[src/rtl/surfturf_cmd_bridge_if.sv]
// Wishbone target bus plus per-channel command streams for surfturf_cmd_bridge.
// master = bus initiator and stream consumer, slave = the bridge.
interface surfturf_cmd_bridge_if #(
    parameter int NCH       = 2,
    parameter int DATA_BITS = 16,
    parameter int ADR_BITS  = 10
);
    logic                     wb_cyc_i;
    logic                     wb_stb_i;
    logic [ADR_BITS-1:0]      wb_adr_i;
    logic [31:0]              wb_dat_i;
    logic                     wb_we_i;
    logic [3:0]               wb_sel_i;
    logic [31:0]              wb_dat_o;
    logic                     wb_ack_o;
    logic                     wb_err_o;
    logic                     wb_rty_o;
    logic [NCH*DATA_BITS-1:0] cmd_tdata;
    logic [NCH-1:0]           cmd_tvalid;
    logic [NCH-1:0]           cmd_tready;

    modport master (
        output wb_cyc_i, wb_stb_i, wb_adr_i, wb_dat_i, wb_we_i, wb_sel_i, cmd_tready,
        input  wb_dat_o, wb_ack_o, wb_err_o, wb_rty_o, cmd_tdata, cmd_tvalid
    );

    modport slave (
        input  wb_cyc_i, wb_stb_i, wb_adr_i, wb_dat_i, wb_we_i, wb_sel_i, cmd_tready,
        output wb_dat_o, wb_ack_o, wb_err_o, wb_rty_o, cmd_tdata, cmd_tvalid
    );
endinterface

[src/rtl/surfturf_cmd_bridge.sv]
// Wishbone target that turns register writes into per-channel command stream words,
// each channel buffered in a DEPTH-entry FIFO with fill count, sticky overflow and flush.
module surfturf_cmd_bridge #(
    parameter int NCH       = 2,
    parameter int DATA_BITS = 16,
    parameter int DEPTH     = 4,
    parameter int ADR_BITS  = 10
) (
    input logic                  wb_clk_i,
    input logic                  wb_rst_i,
    surfturf_cmd_bridge_if.slave bus
);
    localparam int         PW       = $clog2(DEPTH);
    localparam int         CW       = PW + 1;
    localparam int         RW       = ADR_BITS - 2;
    localparam int         NBYTES   = (DATA_BITS + 7) / 8;
    localparam logic [3:0] PUSH_SEL = 4'((1 << NBYTES) - 1);

    logic [1:0] rst_sync;
    logic       rst;

    // Assertion reaches every flop immediately; release is aligned to wb_clk_i.
    always_ff @(posedge wb_clk_i or posedge wb_rst_i) begin
        if (wb_rst_i) rst_sync <= 2'b11;
        else          rst_sync <= {rst_sync[0], 1'b0};
    end
    assign rst = rst_sync[1];

    logic              ack_r;
    logic [31:0]       dat_r;
    logic [31:0]       rd_data;
    logic              acc_req;
    logic              wr_acc;
    logic              ctrl_wr;
    logic [RW-1:0]     reg_idx;

    logic [NCH-1:0]          flush;
    logic [NCH-1:0]          ovf_clr;
    logic [NCH-1:0]          empty;
    logic [NCH-1:0]          full;
    logic [NCH-1:0]          ovf;
    logic [NCH-1:0][CW-1:0]  cnt_all;

    assign reg_idx      = bus.wb_adr_i[ADR_BITS-1:2];
    assign acc_req      = bus.wb_cyc_i & bus.wb_stb_i & ~bus.wb_ack_o;
    assign bus.wb_ack_o = ack_r & bus.wb_cyc_i;
    assign bus.wb_dat_o = dat_r;
    assign bus.wb_err_o = 1'b0;
    assign bus.wb_rty_o = 1'b0;
    assign wr_acc       = bus.wb_ack_o & bus.wb_we_i;
    assign ctrl_wr      = wr_acc & (reg_idx == '0);

    always_comb begin
        rd_data = '0;
        if (reg_idx == '0) begin
            for (int k = 0; k < NCH; k++) begin
                rd_data[k]      = empty[k];
                rd_data[8 + k]  = full[k];
                rd_data[16 + k] = ovf[k];
            end
        end else begin
            for (int k = 0; k < NCH; k++) begin
                if (reg_idx == RW'(k + 1)) rd_data = 32'(cnt_all[k]);
            end
        end
    end

    // Read data is captured on the request edge so it is valid alongside ack.
    always_ff @(posedge wb_clk_i or posedge rst) begin
        if (rst) begin
            ack_r <= 1'b0;
            dat_r <= '0;
        end else begin
            ack_r <= acc_req;
            if (acc_req) dat_r <= rd_data;
        end
    end

    for (genvar k = 0; k < NCH; k++) begin : g_chan
        logic [DATA_BITS-1:0] mem [DEPTH];
        logic [PW-1:0]        wr_ptr;
        logic [PW-1:0]        rd_ptr;
        logic [CW-1:0]        cnt;
        logic                 ovf_r;
        logic                 push;
        logic                 push_ok;
        logic                 pop;

        assign push       = wr_acc & (reg_idx == RW'(k + 1)) &
                            ((bus.wb_sel_i & PUSH_SEL) == PUSH_SEL);
        assign flush[k]   = ctrl_wr & bus.wb_sel_i[0] & bus.wb_dat_i[k];
        assign ovf_clr[k] = ctrl_wr & bus.wb_sel_i[2] & bus.wb_dat_i[16 + k];
        assign empty[k]   = (cnt == '0);
        assign full[k]    = (cnt == CW'(DEPTH));
        assign push_ok    = push & ~full[k];
        assign pop        = ~empty[k] & bus.cmd_tready[k];
        assign ovf[k]     = ovf_r;
        assign cnt_all[k] = cnt;

        assign bus.cmd_tvalid[k]                         = ~empty[k];
        assign bus.cmd_tdata[k*DATA_BITS +: DATA_BITS]   = empty[k] ? '0 : mem[rd_ptr];

        always_ff @(posedge wb_clk_i) begin
            if (push_ok) mem[wr_ptr] <= bus.wb_dat_i[DATA_BITS-1:0];
        end

        // A full-FIFO push is dropped even when a pop frees a slot on the same edge.
        always_ff @(posedge wb_clk_i or posedge rst) begin
            if (rst) begin
                wr_ptr <= '0;
                rd_ptr <= '0;
                cnt    <= '0;
                ovf_r  <= 1'b0;
            end else begin
                if (flush[k]) begin
                    wr_ptr <= '0;
                    rd_ptr <= '0;
                    cnt    <= '0;
                end else begin
                    if (push_ok) wr_ptr <= wr_ptr + PW'(1);
                    if (pop)     rd_ptr <= rd_ptr + PW'(1);
                    cnt <= cnt + CW'(push_ok) - CW'(pop);
                end
                if (push & full[k])  ovf_r <= 1'b1;
                else if (ovf_clr[k]) ovf_r <= 1'b0;
            end
        end
    end

    logic unused_bits;
    assign unused_bits = &{1'b0, bus.wb_adr_i[1:0], bus.wb_dat_i, bus.wb_sel_i};

endmodule

[src/flat_wrapper.sv]
// flat-port wrapper written by rule: the top's interface ports become plain ports
module surfturf_cmd_bridge_flat 
#(
    parameter int NCH       = 2,
    parameter int DATA_BITS = 16,
    parameter int DEPTH     = 4,
    parameter int ADR_BITS  = 10
)
  (wb_clk_i, wb_rst_i, bus_wb_cyc_i, bus_wb_stb_i, bus_wb_adr_i, bus_wb_dat_i, bus_wb_we_i, bus_wb_sel_i, bus_cmd_tready, bus_wb_dat_o, bus_wb_ack_o, bus_wb_err_o, bus_wb_rty_o, bus_cmd_tdata, bus_cmd_tvalid);
  surfturf_cmd_bridge_if #(.NCH(NCH), .DATA_BITS(DATA_BITS), .ADR_BITS(ADR_BITS)) bus_i ();
  input logic wb_clk_i;
  input logic wb_rst_i;
  input wire logic [$bits(bus_i.wb_cyc_i)-1:0] bus_wb_cyc_i;
  input wire logic [$bits(bus_i.wb_stb_i)-1:0] bus_wb_stb_i;
  input wire logic [$bits(bus_i.wb_adr_i)-1:0] bus_wb_adr_i;
  input wire logic [$bits(bus_i.wb_dat_i)-1:0] bus_wb_dat_i;
  input wire logic [$bits(bus_i.wb_we_i)-1:0] bus_wb_we_i;
  input wire logic [$bits(bus_i.wb_sel_i)-1:0] bus_wb_sel_i;
  input wire logic [$bits(bus_i.cmd_tready)-1:0] bus_cmd_tready;
  output wire logic [$bits(bus_i.wb_dat_o)-1:0] bus_wb_dat_o;
  output wire logic [$bits(bus_i.wb_ack_o)-1:0] bus_wb_ack_o;
  output wire logic [$bits(bus_i.wb_err_o)-1:0] bus_wb_err_o;
  output wire logic [$bits(bus_i.wb_rty_o)-1:0] bus_wb_rty_o;
  output wire logic [$bits(bus_i.cmd_tdata)-1:0] bus_cmd_tdata;
  output wire logic [$bits(bus_i.cmd_tvalid)-1:0] bus_cmd_tvalid;
  assign bus_i.wb_cyc_i = bus_wb_cyc_i;
  assign bus_i.wb_stb_i = bus_wb_stb_i;
  assign bus_i.wb_adr_i = bus_wb_adr_i;
  assign bus_i.wb_dat_i = bus_wb_dat_i;
  assign bus_i.wb_we_i = bus_wb_we_i;
  assign bus_i.wb_sel_i = bus_wb_sel_i;
  assign bus_i.cmd_tready = bus_cmd_tready;
  assign bus_wb_dat_o = bus_i.wb_dat_o;
  assign bus_wb_ack_o = bus_i.wb_ack_o;
  assign bus_wb_err_o = bus_i.wb_err_o;
  assign bus_wb_rty_o = bus_i.wb_rty_o;
  assign bus_cmd_tdata = bus_i.cmd_tdata;
  assign bus_cmd_tvalid = bus_i.cmd_tvalid;
  surfturf_cmd_bridge #(.NCH(NCH), .DATA_BITS(DATA_BITS), .DEPTH(DEPTH), .ADR_BITS(ADR_BITS)) u_core (.wb_clk_i(wb_clk_i), .wb_rst_i(wb_rst_i), .bus(bus_i));
endmodule
[config.mk]
export PLATFORM = sky130hd
export DESIGN_NAME = surfturf_cmd_bridge_flat
export DESIGN_NICKNAME = d
export VERILOG_FILES = /design/src/rtl/surfturf_cmd_bridge_if.sv /design/src/rtl/surfturf_cmd_bridge.sv /design/src/flat_wrapper.sv
export SDC_FILE = /design/constraint.sdc
export NUM_CORES = 1
export LEC_CHECK = 0
export CELL_PAD_IN_SITES_DETAIL_PLACEMENT = 1
export CELL_PAD_IN_SITES_GLOBAL_PLACEMENT = 1
export CORE_MARGIN = 2
export CORE_UTILIZATION = 40
export DETAILED_ROUTE_END_ITERATION = 6
export PLACE_DENSITY_LB_ADDON = 0.1
export SLEW_MARGIN = 20
export SYNTH_ARGS = -nofsm -noshare
export SYNTH_HDL_FRONTEND = slang
export SYNTH_SLANG_ARGS = --single-unit
[constraint.sdc]
create_clock -name wb_clk_i -period 4.1 [get_ports wb_clk_i]
set_input_delay 0.615 -clock wb_clk_i [delete_from_list [all_inputs] [get_ports wb_clk_i]]
set_output_delay 0.615 -clock wb_clk_i [all_outputs]
set_load 0.02 [all_outputs]
After elaboration in Yosys (flattened, before gate mapping)
Memory sizes are Yosys's and may differ from the RTL's.
Cells that the tools add are included.
- input port bits: 53
- RAM bits: 128
- register bits after elaboration: 51
- memories: 2
- reduce and logical (&&, ||, !) cells: 9
- bitwise operators: 26
- multiplexer cells: 28
- add/subtract/negate cells: 8
- equal/unequal tests: 5
- memory list (name ; depth ; width ; rd ports ; clocked after Yosys merged registers in ; wr ports ; line ; text):
    u_core.g_chan[0].mem ; 4 ; 16 ; 1 ; 0 ; 1 ; surfturf_cmd_bridge.sv:80 ; logic [DATA_BITS-1:0] mem [DEPTH];
    u_core.g_chan[1].mem ; 4 ; 16 ; 1 ; 0 ; 1 ; surfturf_cmd_bridge.sv:80 ;
- operators with widths (operator ; number):
    2-to-1 mux 16 bit ; 2
    2-to-1 mux 32 bit ; 1
    2-to-1 mux 2 bit ; 11
    bitwise AND 1 bit ; 21
    2-to-1 mux 14 bit ; 1
    2-to-1 mux 6 bit ; 2
    nonzero test 2 bit ; 6
    2-to-1 mux 3 bit ; 3
    adder 2 x 1 -> 2 bit (second input constant) ; 4
    == test 8 x 1 -> 1 bit (second input constant) ; 1
    == test 8 x 2 -> 1 bit (second input constant) ; 1
    zero test 8 bit ; 1
    2-to-1 mux 1 bit ; 8
    adder 3 x 1 -> 3 bit ; 2
    == test 3 bit (second input constant) ; 2
    zero test 3 bit ; 2
    subtractor 3 x 1 -> 3 bit ; 2
    inverter 1 bit ; 5
    == test 2 bit (second input constant) ; 1

Longest topological paths before layout
Gate-level depths: netlist of the first run.
- depth after elaboration: 8
- depth in mapped cells: 11

Worst setup path after synthesis of the first run
No wires, ideal clock.
- kind: input port to flip-flop
- from: input port bus_wb_adr_i[7]
- to: register u_core.g_chan[1].cnt[2]
- cell stages on the path: 9
- slack: 1316 ps
- arrival: 2658 ps
- required time: 3973 ps
- library setup time: 127 ps
- cells stage by stage: or4_4 -> or4_4 -> nor2_1 -> ha_1 -> inv_1 -> fa_1 -> xor2_1 -> xnor2_1 -> nor2_1
- word-level cells in the longest chain between the ends: 7
- elaborated cells between the ends (all ways): 11
- classes of those cells: add/sub: 2; eq/ne: 1; mux: 1; bitwise: 6; reduce/logical: 1
- ends and longest elaborated chain (item ; line ; text):
    start: declaration ; flat_wrapper.sv:15 ; input wire logic [$bits(bus_i.wb_adr_i)-1:0] bus_wb_adr_i;
    == test 8 x 2 -> 1 bit ; surfturf_cmd_bridge.sv:89 ; assign push = wr_acc & (reg_idx == RW'(k + 1)) &
    bitwise AND 1 bit (2 in series) ; surfturf_cmd_bridge.sv:89 ;
    bitwise AND 1 bit ; surfturf_cmd_bridge.sv:95 ; assign push_ok = push & ~full[k];
    adder 3 x 1 -> 3 bit ; surfturf_cmd_bridge.sv:122 ; cnt <= cnt + CW'(push_ok) - CW'(pop);
    subtractor 3 x 1 -> 3 bit ; surfturf_cmd_bridge.sv:122 ;
    2-to-1 mux 3 bit (*) ; surfturf_cmd_bridge.sv:115 ; if (flush[k]) begin
    end signal: assignment ; surfturf_cmd_bridge.sv:122 ;
    end: declaration ; surfturf_cmd_bridge.sv:83 ; logic [CW-1:0] cnt;
Mark *: on every way between the ends. The rest lies on a longest branch, timed or not.
A chain may end at the register's enable or synchronous reset.

Worst setup path after layout of the first run
- from: register u_core.g_chan[1].rd_ptr[1]
- to: output port bus_cmd_tdata[17]
- word-level cells in the longest chain between the ends: 2
- ends and longest elaborated chain (item ; line ; text):
    start: declaration ; surfturf_cmd_bridge.sv:82 ; logic [PW-1:0] rd_ptr;
    start signal: assignment ; surfturf_cmd_bridge.sv:121 ; if (pop) rd_ptr <= rd_ptr + PW'(1);
    memory (4 x 16 bit) ; -- ;
    2-to-1 mux 16 bit ; surfturf_cmd_bridge.sv:101 ; assign bus.cmd_tdata[k*DATA_BITS +: DATA_BITS] = empty[k] ? '0 : mem[rd_ptr];
    end: declaration ; flat_wrapper.sv:24 ; output wire logic [$bits(bus_i.cmd_tdata)-1:0] bus_cmd_tdata;
Every way passes these cells.

==> flow_summary.yaml, run 1 <==
run_status:
  status: "complete, no violations"
floorplanning:
  die_w_microns: 132
  rows: 46
  core_area_sq_um: 15940
  ios: 122
  die_area_sq_um: 17420
  die_y_microns: 132
  start_util_pct: 41.11
final_layout:
  syn_to_final_growth_pct: 24.67
  final_area_sq_um: 8170
  layoutNonFillerInstCount: 713
  diodes: 0
  fillCellCount: 1532
  num-nets-final: 551
  layout-drive-gt1-share_pct: 16.70
critical_path:
  crit_path_end_kind: "output port"
  cp.arrival_ns: 2.54
  rr_worst_depth: 10
  crit_start: "u_core.g_chan[1].rd_ptr[1]"
  r2r_setup_slack_ns: 1.18
  timing.rr.start: "u_core.g_chan[1].cnt[2]"
  worstSetupStartpointType: "flip-flop"
  endpoint: "bus_cmd_tdata[17]"
  timing.rr.end: "u_core.g_chan[1].cnt[2]"
  cp_max_fo: 17
  worstSetupPathType: "reg2out"
  required_ns: 3.48
power_and_ir_drop:
  clkPwrFrac_pct: 32.4
  switchingPower_uw: 1561
  power_leakage_uw: 0.002915
  powerDensity_nw_per_um2: 644.9
  power_frac_comb_pct: 31.7
  ir_worst_vdd_v: 0.0003032
  seqPwrFrac_pct: 35.9
  p_int_uw: 3708
  switching_share_pct: 29.63
global_route:
  grt_overflow: 0
  grt_usage_pct: 17.37
  grt_max_degree: 25
  busiest_layer: "met2"
  grt_pass1_vias: 3792
  grt.met2_usage_pct: 28.27
  antenna_found_initial: 0
  use_met3_pct: 4.652
  use_met1_pct: 22.82
  grt_pass1_wl_mm: 22.31
routing:
  vias_per_cell: 4.987
  num_vias: 3556
  dr.first_iter.drc_count: 162
  antenna_left: 0
  wirelength_mm: 14.23
  drt_pass1_iterations: 4
  route.detailed.drc: 0
  routedWlPerCell_microns: 19.96
timing:
  rsz0062_at_grt: "no"
  fin_crit_sh_pct: 76.89
  clock.fmax_mhz: 317.2
  finalClockSkew_ns: 0.009209
  min_period_ns: 3.152
  drv_slew: 0
  setup_tns_ns: 0
  holdWs_ns: 0.3613
  finalHoldViolations: 0
  slew_headroom_pct: 35.25
  tightest_slew_ns: 0.9702
  setup_viol: 0
synthesis:
  synth-edff-count: 128
  synth-seq-area-share_pct: 68.61
  async_flop_share_pct: 16.88
  yosys.cell_types.count: 36
  synth_seq_cells: 154
  syn_area_sq_um: 6554
  syn_area_per_cell_sq_um: 16.72
  yosys_most_used_dff: "edfxtp_1"
  netlist_instances: 392
  yosysWarnings: 0
cts:
  ctsResizeCount: 0
  cts_made_buffers: 17
  clockBufferDepth: 2
  cts_root_buffer: "clkbuf_16"
  cts_hold_buf: 0
  tritoncts: "yes"
  clkTransAtPathRegs_ns: 0.06
  cts.htree.levels: 4
  insertion_delay_ns: 0.42
  cts.sinks: 154
  postCtsSetupRepairBufs: 0
place:
  io_buffers: 77
  gp_congestion: 0.7482
  hpwl_mm: 9.418
  numPlacedInstances: 681
  place_area_sq_um: 7522
min_path:
  hold_class: "reg2reg"
flow_run:
  maxCapViolCount: 0
==> cell usage after synthesis (all sizes together), types with 4 or more instances <==
| master | count | area share [%] |
|---|---|---|
| nand3 | 7 | 0.53 |
| clkbuf | 12 | 0.69 |
| dfrtp | 24 | 9.2 |
| a21oi | 6 | 0.46 |
| nor4 | 4 | 0.71 |
| xnor2 | 5 | 0.67 |
| inv | 16 | 0.92 |
| edfxtp | 128 | 59 |
| nor2 | 14 | 0.80 |
| ha | 12 | 2.3 |
| nand2 | 8 | 0.46 |
| mux4 | 32 | 11 |
| and2 | 37 | 3.5 |
| o21ai | 12 | 0.92 |
| buf | 32 | 3.5 |
| and3 | 12 | 1.1 |
==> worst min path at each step <==
stage          slack [ns]               start                 end  depth (start not counted)
2_1_floorplan        0.35  u_core.rst_sync[0]  u_core.rst_sync[1]                          0
5_1_grt              0.37  u_core.rst_sync[0]  u_core.rst_sync[1]                          0
6_report             0.36  u_core.rst_sync[0]  u_core.rst_sync[1]                          0
3_5_place_dp         0.35  u_core.rst_sync[0]  u_core.rst_sync[1]                          0
3_3_place_gp         0.35  u_core.rst_sync[0]  u_core.rst_sync[1]                          0
4_1_cts              0.36  u_core.rst_sync[0]  u_core.rst_sync[1]                          0
==> worst max-delay path, cell delays in order, from the launching register on <==
cell and delay, ns:
dfrtp_1 0.97, mux4_2 0.40, and2_1 0.19, clkdlybuf4s50_1 0.55
==> layout by cell type, fill, tap and decap left out, types with 2 or more instances in the layout <==
cell | Yosys | layout
bufinv_16 | 0 | 5
a32o_1 | 2 | 2
or4_4 | 3 | 3
a21oi_1 | 6 | 6
inv_1 | 16 | 16
ha_1 | 12 | 12
nor4_1 | 2 | 2
buf_4 | 27 | 13
xor2_1 | 3 | 3
nand3b_1 | 3 | 3
o21ai_0 | 6 | 6
edfxtp_1 | 128 | 128
a22o_1 | 2 | 2
o31ai_1 | 3 | 3
nand4_1 | 2 | 2
clkinv_4 | 0 | 3
dfstp_2 | 2 | 2
nand2_1 | 8 | 8
nor2_1 | 14 | 14
nor2b_1 | 3 | 3
clkinvlp_4 | 0 | 4
conb_1 | 1 | 28
and3_1 | 12 | 12
nand3_1 | 7 | 7
o21ai_1 | 6 | 6
clkdlybuf4s50_1 | 0 | 77
dfrtp_1 | 24 | 24
or3_1 | 2 | 2
mux4_2 | 32 | 32
clkinv_1 | 0 | 2
xnor2_1 | 5 | 5
and2_1 | 37 | 37
fa_1 | 2 | 2
clkbuf_16 | 0 | 17
==> layout make-up <==
cell class	instances	area (sq um)	share of cell area [%]
Tap cell	216	270.3	3.308
Multi-Input combinational cell	205	1827	22.36
Clock buffer	17	425.4	5.207
Inverter	16	60.06	0.7351
Clock inverter	15	222.7	2.726
Sequential cell	154	4497	55.04
Timing Repair Buffer	90	868.3	10.63
==> power by group through the flow <==
stage	combinational [uW]	sequential, uW	clock (uW)
6_report	1670	1890	1710
5_1_grt	1800	1910	1800
4_1_cts	1710	1900	1740
3_5_place_dp	1700	1930	0
3_3_place_gp	1680	1930	0
2_1_floorplan	1130	1820	0
==> registers in the layout, summed over array words and instances (netlist names) <==
| signal | cells |
|---|---|
| u_core.g_chan.wr_ptr | 4 |
| u_core.g_chan.rd_ptr | 4 |
| u_core.bus.wb_dat_o | 7 |
| u_core.g_chan.mem | 128 |
| u_core.rst_sync | 2 |
| u_core.g_chan.ovf_r | 2 |
| u_core.g_chan.cnt | 6 |
| u_core.ack_r | 1 |
==> logic make-up after synthesis <==
family	share of synthesized area, %
simple gates	8.915
fa+ha+maj	2.902
mux	11.00
compound gates	2.387
buf+inv	5.059
xor+xnor	1.069
flops	68.61
other cells	0.05722
==> stage by stage <==
stage | util, % | power (uW) | setup WS, ns
2_1_floorplan | - | 2950 | 1.316
3_3_place_gp | 47.18 | 3605 | 0.7714
3_5_place_dp | 47.18 | 3634 | 0.7331
4_1_cts | 51.25 | 5351 | 0.8685
5_1_grt | 51.25 | 5514 | 0.8179
6_report | 51.25 | 5269 | 0.9476
==> metal layers <==
layer  vias to the layer above  part of all wire, %
met1                      1843                   45
met5                         -                    0
li1                       1613                    -
met2                        92                   50
met4                         0                 0.67
met3                         8                  4.0
Note: power is estimated with default switching activity, not from simulation.
==> run 2: changes to the inputs <==
Settings changed: CORE_UTILIZATION 40 to 39.
Clock period 4.1 ns to 2.7 ns, I/O delays scaled along.
==> flow_summary.yaml, run 2 (same netlist as run 1, synthesis figures left out) <==
final_layout:
  num-nets-final: 574
  final_cell_mix: "edfxtp_1 (128), clkdlybuf4s50_1 (50), and2_1 (37), mux4_2 (32), conb_1 (28)"
  largest_reg_flops: 128
  diodes: 0
  final_util_pct: 50.81
  regMostFlops: "u_core.g_chan.mem"
  syn_to_final_growth_pct: 28.12
  multi_input_area_sq_um: 1849
  layout-drive-gt1-share_pct: 21.35
  fillCellCount: 1627
  final_common_cell: "edfxtp_1"
  seq_area_sq_um: 4499
power_and_ir_drop:
  switching_share_pct: 31.15
  power_frac_comb_pct: 34.1
  clkPwrFrac_pct: 29.8
  seqPwrFrac_pct: 36.1
  power_leakage_uw: 0.003130
  switchingPower_uw: 2413
  powerDensity_nw_per_um2: 922.5
  total_power_uw: 7746
  ir_worst_vdd_v: 0.0004593
  p_int_uw: 5333
timing:
  tightest_slew_ns: 0.9378
  setup_tns_ns: 0
  finalClockSkew_ns: 0.004190
  slew_headroom_pct: 37.09
  drv_slew: 0
  finalHoldViolations: 0
  fin_crit_sh_pct: 98.12
  setup_viol: 0
  min_period_ns: 2.649
  clock.fmax_mhz: 377.5
critical_path:
  r2r_setup_slack_ns: 0.24
  required_ns: 2.99
  cp_max_fo: 3
  rr_worst_depth: 9
  worstSetupPathType: "in2reg"
  timing.rr.start: "u_core.g_chan[0].cnt[2]"
  crit_path_end_kind: "flip-flop"
  cp.arrival_ns: 2.94
  worstSetupStartpointType: "input port"
  timing.rr.end: "u_core.g_chan[0].cnt[2]"
global_route:
  grt_max_degree: 25
  antenna_found_initial: 0
  grt_pass1_wl_mm: 22.38
  grt_usage_pct: 17.03
  grt_pass1_vias: 3964
  grt_overflow: 0
cts:
  cts.sinks: 154
  clockBufferDepth: 2
  cts_root_buffer: "clkbuf_16"
  clkTransAtPathRegs_ns: 0.06
  tritoncts: "yes"
  insertion_delay_ns: 0.41
  cts_made_buffers: 17
  cts.htree.levels: 4
routing:
  wirelength_mm: 14.38
  routedWlPerCell_microns: 19.44
  antenna_left: 0
  vias_per_cell: 4.984
  dr.first_iter.drc_count: 230
  drt_pass1_iterations: 4
  route.detailed.drc: 0
  num_vias: 3688
place:
  hpwl_mm: 9.521
  gp_congestion: 0.7845
  io_buffers: 77
floorplanning:
  rows: 47
  start_util_pct: 39.66
  die_w_microns: 133.6
  die_area_sq_um: 17860
  die_y_microns: 133.6
  core_area_sq_um: 16520
  ios: 122
flow_run:
  maxCapViolCount: 0
min_path:
  hold_class: "in2async"
run_status:
  status: "complete, no violations"
[run 2: repair_timing]
action,in CTS,in global routing
hold endpoints to repair,0,0
pin swaps,0,5
setup endpoints to repair,30,9
hold buffers,0,0
buffers inserted,4,1
gates resized for setup,22,14
[run 2: worst max-delay path: stages]
cell,delay [ns]
clkdlybuf4s50_1,0.42
or4_4,0.52
buf_4,0.15
buf_4,0.14
or4_4,0.48
nor2_1,0.12
ha_1,0.17
fa_1,0.40
nor2b_1,0.14
[run 2: routing by layer]
metal	share of wire, %	GRT usage [%]	up-vias
li1	-	-	1649
met1	41	21.09	1920
met2	53	30.24	106
met3	4.4	3.501	13
met4	1.0	5.024	0
met5	0	0	-
[run 2: worst max-delay path by stage]
stage / start / depth (start not counted) / endpoint / slack (ns)
finish: bus_wb_adr_i[6] / 9 / u_core.g_chan[0].cnt[1] / 0.05
global route: bus_wb_adr_i[6] / 10 / u_core.g_chan[1].cnt[2] / -0.007
CTS: u_core.g_chan[0].cnt[2] / 4 / bus_cmd_tdata[10] / 0.008
detailed placement: bus_wb_adr_i[7] / 10 / u_core.g_chan[1].cnt[2] / -0.38
global placement: bus_wb_adr_i[7] / 10 / u_core.g_chan[1].cnt[2] / -0.33
floorplan: bus_wb_adr_i[7] / 9 / u_core.g_chan[1].cnt[2] / 0.13
[run 2: through the flow]
stage | std cells | hold WS (ns) | instance area, sq um | worst slack, ns
global route | 740 | 0.2967 | 8397 | -0.007491
floorplan | 419 | 0.3165 | 6655 | 0.1258
finish | 740 | 0.3034 | 8397 | 0.05068
detailed placement | 703 | 0.3504 | 7750 | -0.3818
global placement | 703 | 0.3486 | 7750 | -0.3318
CTS | 739 | 0.2882 | 8344 | 0.008335
[run 2: layout make-up]
| cell class | instances | area share (%) |
|---|---|---|
| multi-input cells | 205 | 22.02 |
| repair buffers | 113 | 13.53 |
| flip-flops and latches | 154 | 53.58 |
| clock buffers | 18 | 5.111 |
| well taps | 220 | 3.278 |
| inverters | 16 | 0.7152 |
| clock inverters | 14 | 1.758 |
[run 2: power by group through the flow]
stage / Clock (uW) / Sequential [uW] / Combinational [uW]
3_5_place_dp: 0 / 2840 / 2770
5_1_grt: 2440 / 2800 / 2870
2_1_floorplan: 0 / 2760 / 1720
3_3_place_gp: 0 / 2840 / 2720
6_report: 2310 / 2790 / 2640
4_1_cts: 2360 / 2800 / 2720
